==> src/rtl/fetch_queue.sv <==
// Instruction-fetch front end: in-order ROM requests, DEPTH-entry (pc, inst) queue,
// valid/ready delivery to ID, and branch flush that drops wrong-path responses.
module fetch_queue #(
  parameter int               XLEN     = 32,
  parameter int               DEPTH    = 4,
  parameter logic [XLEN-1:0]  RESET_PC = '0,
  parameter logic [XLEN-1:0]  NOP_INST = 32'h00000013
) (
  input  logic                       clk,
  input  logic                       rst,
  output logic                       rom_ce_o,
  output logic [XLEN-1:0]            rom_addr_o,
  input  logic                       rom_ready_i,
  input  logic                       rom_rvalid_i,
  input  logic [XLEN-1:0]            rom_data_i,
  input  logic                       branch_flag_i,
  input  logic [XLEN-1:0]            branch_target_i,
  output logic                       id_valid_o,
  input  logic                       id_ready_i,
  output logic [XLEN-1:0]            id_pc_o,
  output logic [XLEN-1:0]            id_inst_o,
  output logic [$clog2(DEPTH):0]     count_o,
  output logic                       err_o
);

  localparam int AW = $clog2(DEPTH);
  localparam int PW = AW + 1;
  localparam logic [PW-1:0] DEPTH_P = PW'(DEPTH);
  localparam logic [PW:0]   DEPTH_E = (PW+1)'(DEPTH);

  logic [XLEN-1:0] pc_q, pc_d;
  logic [PW-1:0]   wr_ptr_q, wr_ptr_d;
  logic [PW-1:0]   fill_ptr_q, fill_ptr_d;
  logic [PW-1:0]   rd_ptr_q, rd_ptr_d;
  logic [PW-1:0]   discard_cnt_q, discard_cnt_d;
  logic            err_q, err_d;
  logic [XLEN-1:0] ent_pc_q [DEPTH];
  logic [XLEN-1:0] ent_pc_d [DEPTH];
  logic [XLEN-1:0] ent_inst_q [DEPTH];
  logic [XLEN-1:0] ent_inst_d [DEPTH];
  logic [DEPTH-1:0] ent_filled_q, ent_filled_d;

  logic [PW-1:0] count, inflight;
  logic [PW:0]   budget;
  logic [AW-1:0] wr_idx, fill_idx, rd_idx;
  logic          head_valid, fire, pop;
  logic          rsp_drop, rsp_fill, rsp_err;

  assign count    = wr_ptr_q - rd_ptr_q;
  assign inflight = wr_ptr_q - fill_ptr_q;
  // Discarded responses still occupy ROM pipeline slots, so they count against the issue budget.
  assign budget   = {1'b0, inflight} + {1'b0, discard_cnt_q};
  assign wr_idx   = wr_ptr_q[AW-1:0];
  assign fill_idx = fill_ptr_q[AW-1:0];
  assign rd_idx   = rd_ptr_q[AW-1:0];

  assign rom_ce_o   = rst & ~branch_flag_i & (count < DEPTH_P) & (budget < DEPTH_E);
  assign rom_addr_o = pc_q;
  assign fire       = rom_ce_o & rom_ready_i;

  assign head_valid = (count != '0) & ent_filled_q[rd_idx];
  assign pop        = head_valid & id_ready_i & ~branch_flag_i;

  assign rsp_drop = rom_rvalid_i & (discard_cnt_q != '0);
  assign rsp_fill = rom_rvalid_i & (discard_cnt_q == '0) & (inflight != '0);
  assign rsp_err  = rom_rvalid_i & (discard_cnt_q == '0) & (inflight == '0);

  assign id_valid_o = head_valid;
  assign id_pc_o    = head_valid ? ent_pc_q[rd_idx]   : '0;
  assign id_inst_o  = head_valid ? ent_inst_q[rd_idx] : NOP_INST;
  assign count_o    = count;
  assign err_o      = err_q;

  always_comb begin
    pc_d          = pc_q;
    wr_ptr_d      = wr_ptr_q;
    fill_ptr_d    = fill_ptr_q;
    rd_ptr_d      = rd_ptr_q;
    discard_cnt_d = discard_cnt_q;
    err_d         = err_q;
    ent_pc_d      = ent_pc_q;
    ent_inst_d    = ent_inst_q;
    ent_filled_d  = ent_filled_q;

    if (fire) begin
      ent_pc_d[wr_idx]     = pc_q;
      ent_filled_d[wr_idx] = 1'b0;
      wr_ptr_d             = wr_ptr_q + PW'(1);
      pc_d                 = pc_q + XLEN'(4);
    end
    if (rsp_fill) begin
      ent_inst_d[fill_idx]   = rom_data_i;
      ent_filled_d[fill_idx] = 1'b1;
      fill_ptr_d             = fill_ptr_q + PW'(1);
    end
    if (rsp_drop) discard_cnt_d = discard_cnt_q - PW'(1);
    if (rsp_err)  err_d = 1'b1;
    if (pop)      rd_ptr_d = rd_ptr_q + PW'(1);

    // Every request still outstanding after this cycle belongs to the wrong path.
    if (branch_flag_i) begin
      wr_ptr_d      = '0;
      fill_ptr_d    = '0;
      rd_ptr_d      = '0;
      pc_d          = branch_target_i;
      discard_cnt_d = discard_cnt_q + inflight - PW'(rsp_drop | rsp_fill);
    end
  end

  always_ff @(posedge clk or negedge rst) begin
    if (!rst) begin
      pc_q          <= RESET_PC;
      wr_ptr_q      <= '0;
      fill_ptr_q    <= '0;
      rd_ptr_q      <= '0;
      discard_cnt_q <= '0;
      err_q         <= 1'b0;
      ent_filled_q  <= '0;
      for (int i = 0; i < DEPTH; i++) begin
        ent_pc_q[i]   <= '0;
        ent_inst_q[i] <= '0;
      end
    end else begin
      pc_q          <= pc_d;
      wr_ptr_q      <= wr_ptr_d;
      fill_ptr_q    <= fill_ptr_d;
      rd_ptr_q      <= rd_ptr_d;
      discard_cnt_q <= discard_cnt_d;
      err_q         <= err_d;
      ent_filled_q  <= ent_filled_d;
      ent_pc_q      <= ent_pc_d;
      ent_inst_q    <= ent_inst_d;
    end
  end

endmodule

==> config.mk <==
export PLATFORM = sky130hd
export DESIGN_NAME = fetch_queue
export DESIGN_NICKNAME = d
export VERILOG_FILES = /design/src/rtl/fetch_queue.sv
export SDC_FILE = /design/constraint.sdc
export NUM_CORES = 1
export LEC_CHECK = 0
export BUFFER_PORTS_ARGS = -buffer_cell sky130_fd_sc_hd__buf_4
export CORE_ASPECT_RATIO = 0.5
export CORE_MARGIN = 2
export CORE_UTILIZATION = 59
export CTS_CLUSTER_SIZE = 14
export DETAILED_ROUTE_END_ITERATION = 8
export PLACE_DENSITY = 0.87
export SETUP_SLACK_MARGIN = 0.4
export SLEW_MARGIN = 20
export SYNTH_ARGS = -nofsm -noshare
export SYNTH_HDL_FRONTEND = slang
export SYNTH_SLANG_ARGS = --single-unit
==> constraint.sdc <==
create_clock -name clk -period 4.1 [get_ports clk]
set_input_delay 0.205 -clock clk [delete_from_list [all_inputs] [get_ports clk]]
set_output_delay 0.205 -clock clk [all_outputs]
set_load 0.03 [all_outputs]
After elaboration in Yosys (flattened, before gate mapping):

Index checks and enable logic that the tools add are counted.

* word-level logic and storage cells: 101
* input bits: 70
* output and inout bits: 102
* register bits after elaboration: 305

* mux-type cells: 32
* reductions and logical operators: 13
* order comparisons: 12
* add/sub/neg operators: 10
* bitwise operators: 19

Operator list (count)
* two-way mux 32 bit: 10
* bitwise mux 128 bit: 2
* binary-select mux 32 bit (select 2 bit): 2
* demux 32 bit (select 2 bit): 2
* adder 32 x 3 -> 32 bit, second input constant: 1
* two-way mux 3 bit: 8
* bitwise AND 1 bit: 11
* adder 3 x 1 -> 3 bit, second input constant: 3
* greater-or-equal comparator 3 bit, second input constant: 3
* less-than comparator 2 x 3 -> 1 bit, second input constant: 3
* NOT 2 -> 3 bit: 3
* nonzero test 3 bit: 3
* two-way mux 4 bit: 2
* nonzero test 2 bit: 4
* zero test 3 bit: 2
* less-than comparator 3 x 1 -> 1 bit, second input constant: 2
* subtractor 3 bit: 2
* adder 3 x 3 -> 4 bit: 1
* bitwise AND 4 bit: 1
* demux 1 bit (select 2 bit): 2
* greater-or-equal comparator 2 x 1 -> 1 bit, second input constant: 2
* logical AND 1 bit: 4
* less-than comparator 4 x 3 -> 1 bit, second input constant: 1
* NOT 4 bit: 1
* other kinds (9): 11

Longest topological paths before layout:

* depth in word-level cells: 9
* mapped depth: 16
* gate-level depth less buffers: 16

Worst setup path after synthesis:

No wires, ideal clock.

* path kind: register to register
* start: register wr_ptr_q[0]
* end: register discard_cnt_q[2]
* period minus slack after synthesis: 3.059 ns
* setup slack: 1.041 ns
* path buffers: 0
* arrival time: 2.976 ns
* required time: 4.017 ns
* library setup time: 0.083 ns
* stages on the path, launching flop included: 17
* cells stage by stage: dfrtp_1 inv_1 ha_1 inv_1 fa_1 xor3_1 a31oi_4 inv_1 nand2_1 ha_1 inv_1 ha_1 fa_1 xnor2_1 xnor2_1 nand2_1 o21ai_0

* word-level cells in the longest chain between the ends: 6
* elaborated cells between the ends (all ways): 7
* classes of those cells: add/sub (3); mux (1); bitwise (2); reduce/logical (1)

RTL lines
* start: declaration: line 32 `logic [PW-1:0] wr_ptr_q, wr_ptr_d;`
* start signal: assignment: line 125 `wr_ptr_q <= wr_ptr_d;`
* subtractor 3 bit (*): line 50 `assign inflight = wr_ptr_q - fill_ptr_q;`
* branches (longest 3 deep; another with adder 3 bit)
* subtractor 3 x 1 -> 3 bit (*): line 106 `discard_cnt_d = discard_cnt_q + inflight - PW'(rsp_drop | rsp_fill);`
* two-way mux 3 bit (*): line 101 `if (branch_flag_i) begin`
* end signal: assignment: line 128 `discard_cnt_q <= discard_cnt_d;`
* end: declaration: line 35 `logic [PW-1:0] discard_cnt_q, discard_cnt_d;`

Every way passes the cells marked *.
A chain may end at the register's enable or synchronous reset.

Worst setup path in the final report:

* start: register wr_ptr_q[0]
* end: register ent_pc_q[76] (netlist name)

* word-level cells in the longest chain between the ends: 6
* elaborated cells between the ends (all ways): 15
* classes of those cells: add/sub (3); order compare (4); mux (3); bitwise (4); reduce/logical (1)

RTL lines
* branches (longest 6 deep; another with adder 3 x 3 -> 4 bit)
* end signal: assignment: line 131 `ent_pc_q <= ent_pc_d;`
* end: declaration: line 37 `logic [XLEN-1:0] ent_pc_q [DEPTH];`

Parallel ways; which one is timed is not known.

==> impl_metrics.toml <==
[setup_path]
crit_top_cell = "inv_1"
critPathCaptureType = "flip-flop"
crit_type = "flip-flop to flip-flop"
start_kind = "flip-flop"
slowest_delay_ns = 0.42
r2r_cells = 13
arrival_ns = 3.92
reg2reg_to = "ent_pc_q[76]"
r2r_slack_ns = 0.61
path_max_fanout = 39
rr_startpoint = "wr_ptr_q[0]"
cp_cell_sequence = "inv_1 -> ha_1 -> inv_1 -> fa_1 -> xor3_1 -> inv_1 -> ha_1 -> nor3b_2 -> and4_4 -> buf_4 -> nand2_2 -> buf_4 -> mux2_2"
critPathRequiredTime_ns = 4.52
crit_slowest_cell = "dfrtp_1"

[logic_synthesis]
syn_area_sq_um = 14940
synth-seq-cells = 305
avgSynthCellArea_sq_um = 14.29
synthCells = 1045
synth.yosys.warnings = 0
syn_nets = 1137
synth_commonest_cells = "305 x dfrtp_1, 128 x mux2_2, 115 x mux2_4, 70 x nand2_1, 65 x mux4_2"
synth_top_area_cell = "dfrtp_1"
seq_area_frac_synth_pct = 51.10
synth.top_cells.by_area = "dfrtp_1 51%, mux2_4 12%, mux4_2 9.8%"
yosysUniqueCellTypes = 53
yosysMostFrequentCell = "dfrtp_1"
synth_edf_count = 0
async_reset_ff_share_pct = 100.0
synth_ff_type = "dfrtp_1"
yosys.area.top_type_share_pct = 51.10

[floorplanning]
io_pins = 172
dieArea_sq_um = 26680
core-area_sq_um = 25030
die_w_um = 229.0
die_y_um = 116.5
num_rows = 41
floorplan.initialDensity_pct = 59.66

[global_route]
grt_max_degree = 174
grt_pass1_vias = 10380
grt-ovfl-total = 0
grt_pass1_wl_um = 55770
antenna_found_initial = 0
grtUsageTotal_pct = 26.51

[clock_tree]
cts_tree = "yes"
root_buffer = "clkbuf_16"
cts_buffers = 28
cts_sinks = 305
clk_latency_ns = 0.55
path_clk_slew_ns = 0.06
clockBufferDepth = 3
cts.htree.levels = 1

[finish]
final_util_pct = 71.96
drive_above_1_share_pct = 43.61
nNetsFinal = 1355
areaGrowthSynthToFinish_pct = 20.61

[sta]
period_needed_ns = 3.493
finalSetupTns_ns = 0
max_freq_mhz = 286.3
setup_viol = 0
fin_crit_sh_pct = 85.20
worst_pin_slew_ns = 1.055
fin_worst_skew_ns = 0.01805
timing.slew.headroom_pct = 29.66
hold_violations = 0
final_max_slew_viol_count = 0
grt_setup_unrepaired = "no"

[job]
maxCapViolations = 0

[routing]
drt-total-wl_um = 34770
drc_errors = 0
wire_per_inst_um = 21.35
avgViaCountPerCell = 5.942
drt-pass1-iter-count = 5
drt-initial-drc-count = 934
drtAntennaViolNets = 0
num_vias = 9679

[min_path]
hold-path-cell-count = 3
min_to = "err_o"
hold_class = "input port to flip-flop"
hp-start = "rom_rvalid_i"

[power]
p_per_area_nw_per_um2 = 491.0
p_leak_nw = 8.890
ir_drop_mv = 0.3191

[run_status]
status = "finished, final reports clean"

[place]
hpwlAfterDp_um = 20880
gp_congestion = 0.7966
io_buffers = 171
logic make-up (layout without fill, tap and decap cells):
| kind of cell | Yosys count | in the layout | share of synthesized area, % |
|---|---|---|---|
| muxes | 309 | 309 | 31.08 |
| DFF | 305 | 305 | 51.10 |
| and+or+nand+nor | 223 | 224 | 8.109 |
| buffers and inverters | 90 | 328 | 3.217 |
| AOI/OAI and AO/OA | 75 | 75 | 3.074 |
| adders and majority gates | 22 | 22 | 1.994 |
| xor gates and xnor gates | 21 | 21 | 1.424 |
| other | 0 | 1 | 0 |
cell usage in the layout (no fill, tap or decap), drive strengths merged, types with 2 or more instances in the layout:
cell type / n
dfrtp: 305
inv: 23
buf: 188
mux4: 65
and4: 2
o311ai: 5
nand2b: 4
a22oi: 2
mux2: 243
xor2: 12
clkbuf: 43
o211ai: 5
nor2: 19
and3: 4
clkinv: 7
nand4: 13
o31a: 3
nand3b: 2
nor4: 2
o21bai: 2
fa: 3
nor3b: 2
o31ai: 2
xnor2: 7
nand3: 25
or4: 3
dlygate4sd3: 66
ha: 19
nand2: 75
o21ai: 45
a21oi: 7
and2: 62
nor2b: 6
a31oi: 2
or3: 3
where the power goes:
| part | internal, mW | switching (mW) | leakage, nW |
|---|---|---|---|
| clock network | 1.47 | 1.15 | 0.451 |
| logic | 1.24 | 0.990 | 4.37 |
| registers | 3.60 | 0.401 | 4.07 |
| total | 6.31 | 2.54 | 8.89 |
worst max path at each step:
stage / startpoint / endpoint / slack (ns) / cells past startpoint
2_1_floorplan: wr_ptr_q[0] / discard_cnt_q[2] / 1.04 / 16
3_5_place_dp: wr_ptr_q[0] / ent_pc_q[12] / 0.41 / 12
6_report: wr_ptr_q[0] / ent_pc_q[76] / 0.61 / 13
3_3_place_gp: wr_ptr_q[0] / ent_pc_q[2] / 0.57 / 12
4_1_cts: wr_ptr_q[0] / ent_pc_q[7] / 0.50 / 12
5_1_grt: wr_ptr_q[0] / ent_pc_q[64] / 0.48 / 13
worst max-delay path, delay by kind of cell, from the launching register on:
kind / cells / cell delay [ns]
flops: 1 / 0.42
fa+ha+maj: 3 / 0.85
xor+xnor: 1 / 0.30
simple gates: 3 / 0.69
buf+inv: 5 / 0.75
mux: 1 / 0.34
final cells by class:
type | count | area, sq um
Clock buffer | 43 | 838.3
Sequential cell | 305 | 7640
Antenna cell | 1 | 2.502
Inverter | 23 | 86.33
Tap cell | 344 | 430.4
Multi-Input combinational cell | 651 | 6847
Fill cell | 1551 | 7020
Clock inverter | 8 | 65.06
Timing Repair Buffer | 254 | 2105
what timing repair did:
| action | in CTS | in global routing |
|---|---|---|
| gates resized for setup | 1 | 1 |
| endpoints found under the setup margin | 1 | 32 |
| setup buffers | 0 | 5 |
| pin swaps | 1 | 2 |
| hold buffers | 66 | 0 |
| gates cloned | 1 | 0 |
| endpoints found under the hold margin | 223 | 0 |
flip-flops by register name (all words and copies together), names as in the netlist:
name and count:
ent_inst_q 128, fill_ptr_q 3, discard_cnt_q 3, wr_ptr_q 3, rd_ptr_q 3, ent_pc_q 128
rom_addr_o 32, err_o 1, ent_filled_q 4
per-stage QoR:
step	worst slack [ns]	cells	hold slack (ns)	power [mW]	area (sq um)
4_1_cts	0.4952	1623	0.06411	8.853	17970
6_report	0.6068	1629	0.08663	8.844	18010
3_5_place_dp	0.4147	1505	0.1768	6.180	16390
5_1_grt	0.4848	1628	0.08556	9.251	18010
3_3_place_gp	0.5689	1505	0.1670	6.015	16390
2_1_floorplan	1.041	1045	-0.09059	5.484	14940
per-layer routing:
metal / GRT usage [%] / share of wire (%)
met2: 45.35 / 50
met1: 36.02 / 43
met5: 0 / 0
met3: 4.370 / 5.0
met4: 7.316 / 2.1
(Power assumes the default switching activity.)
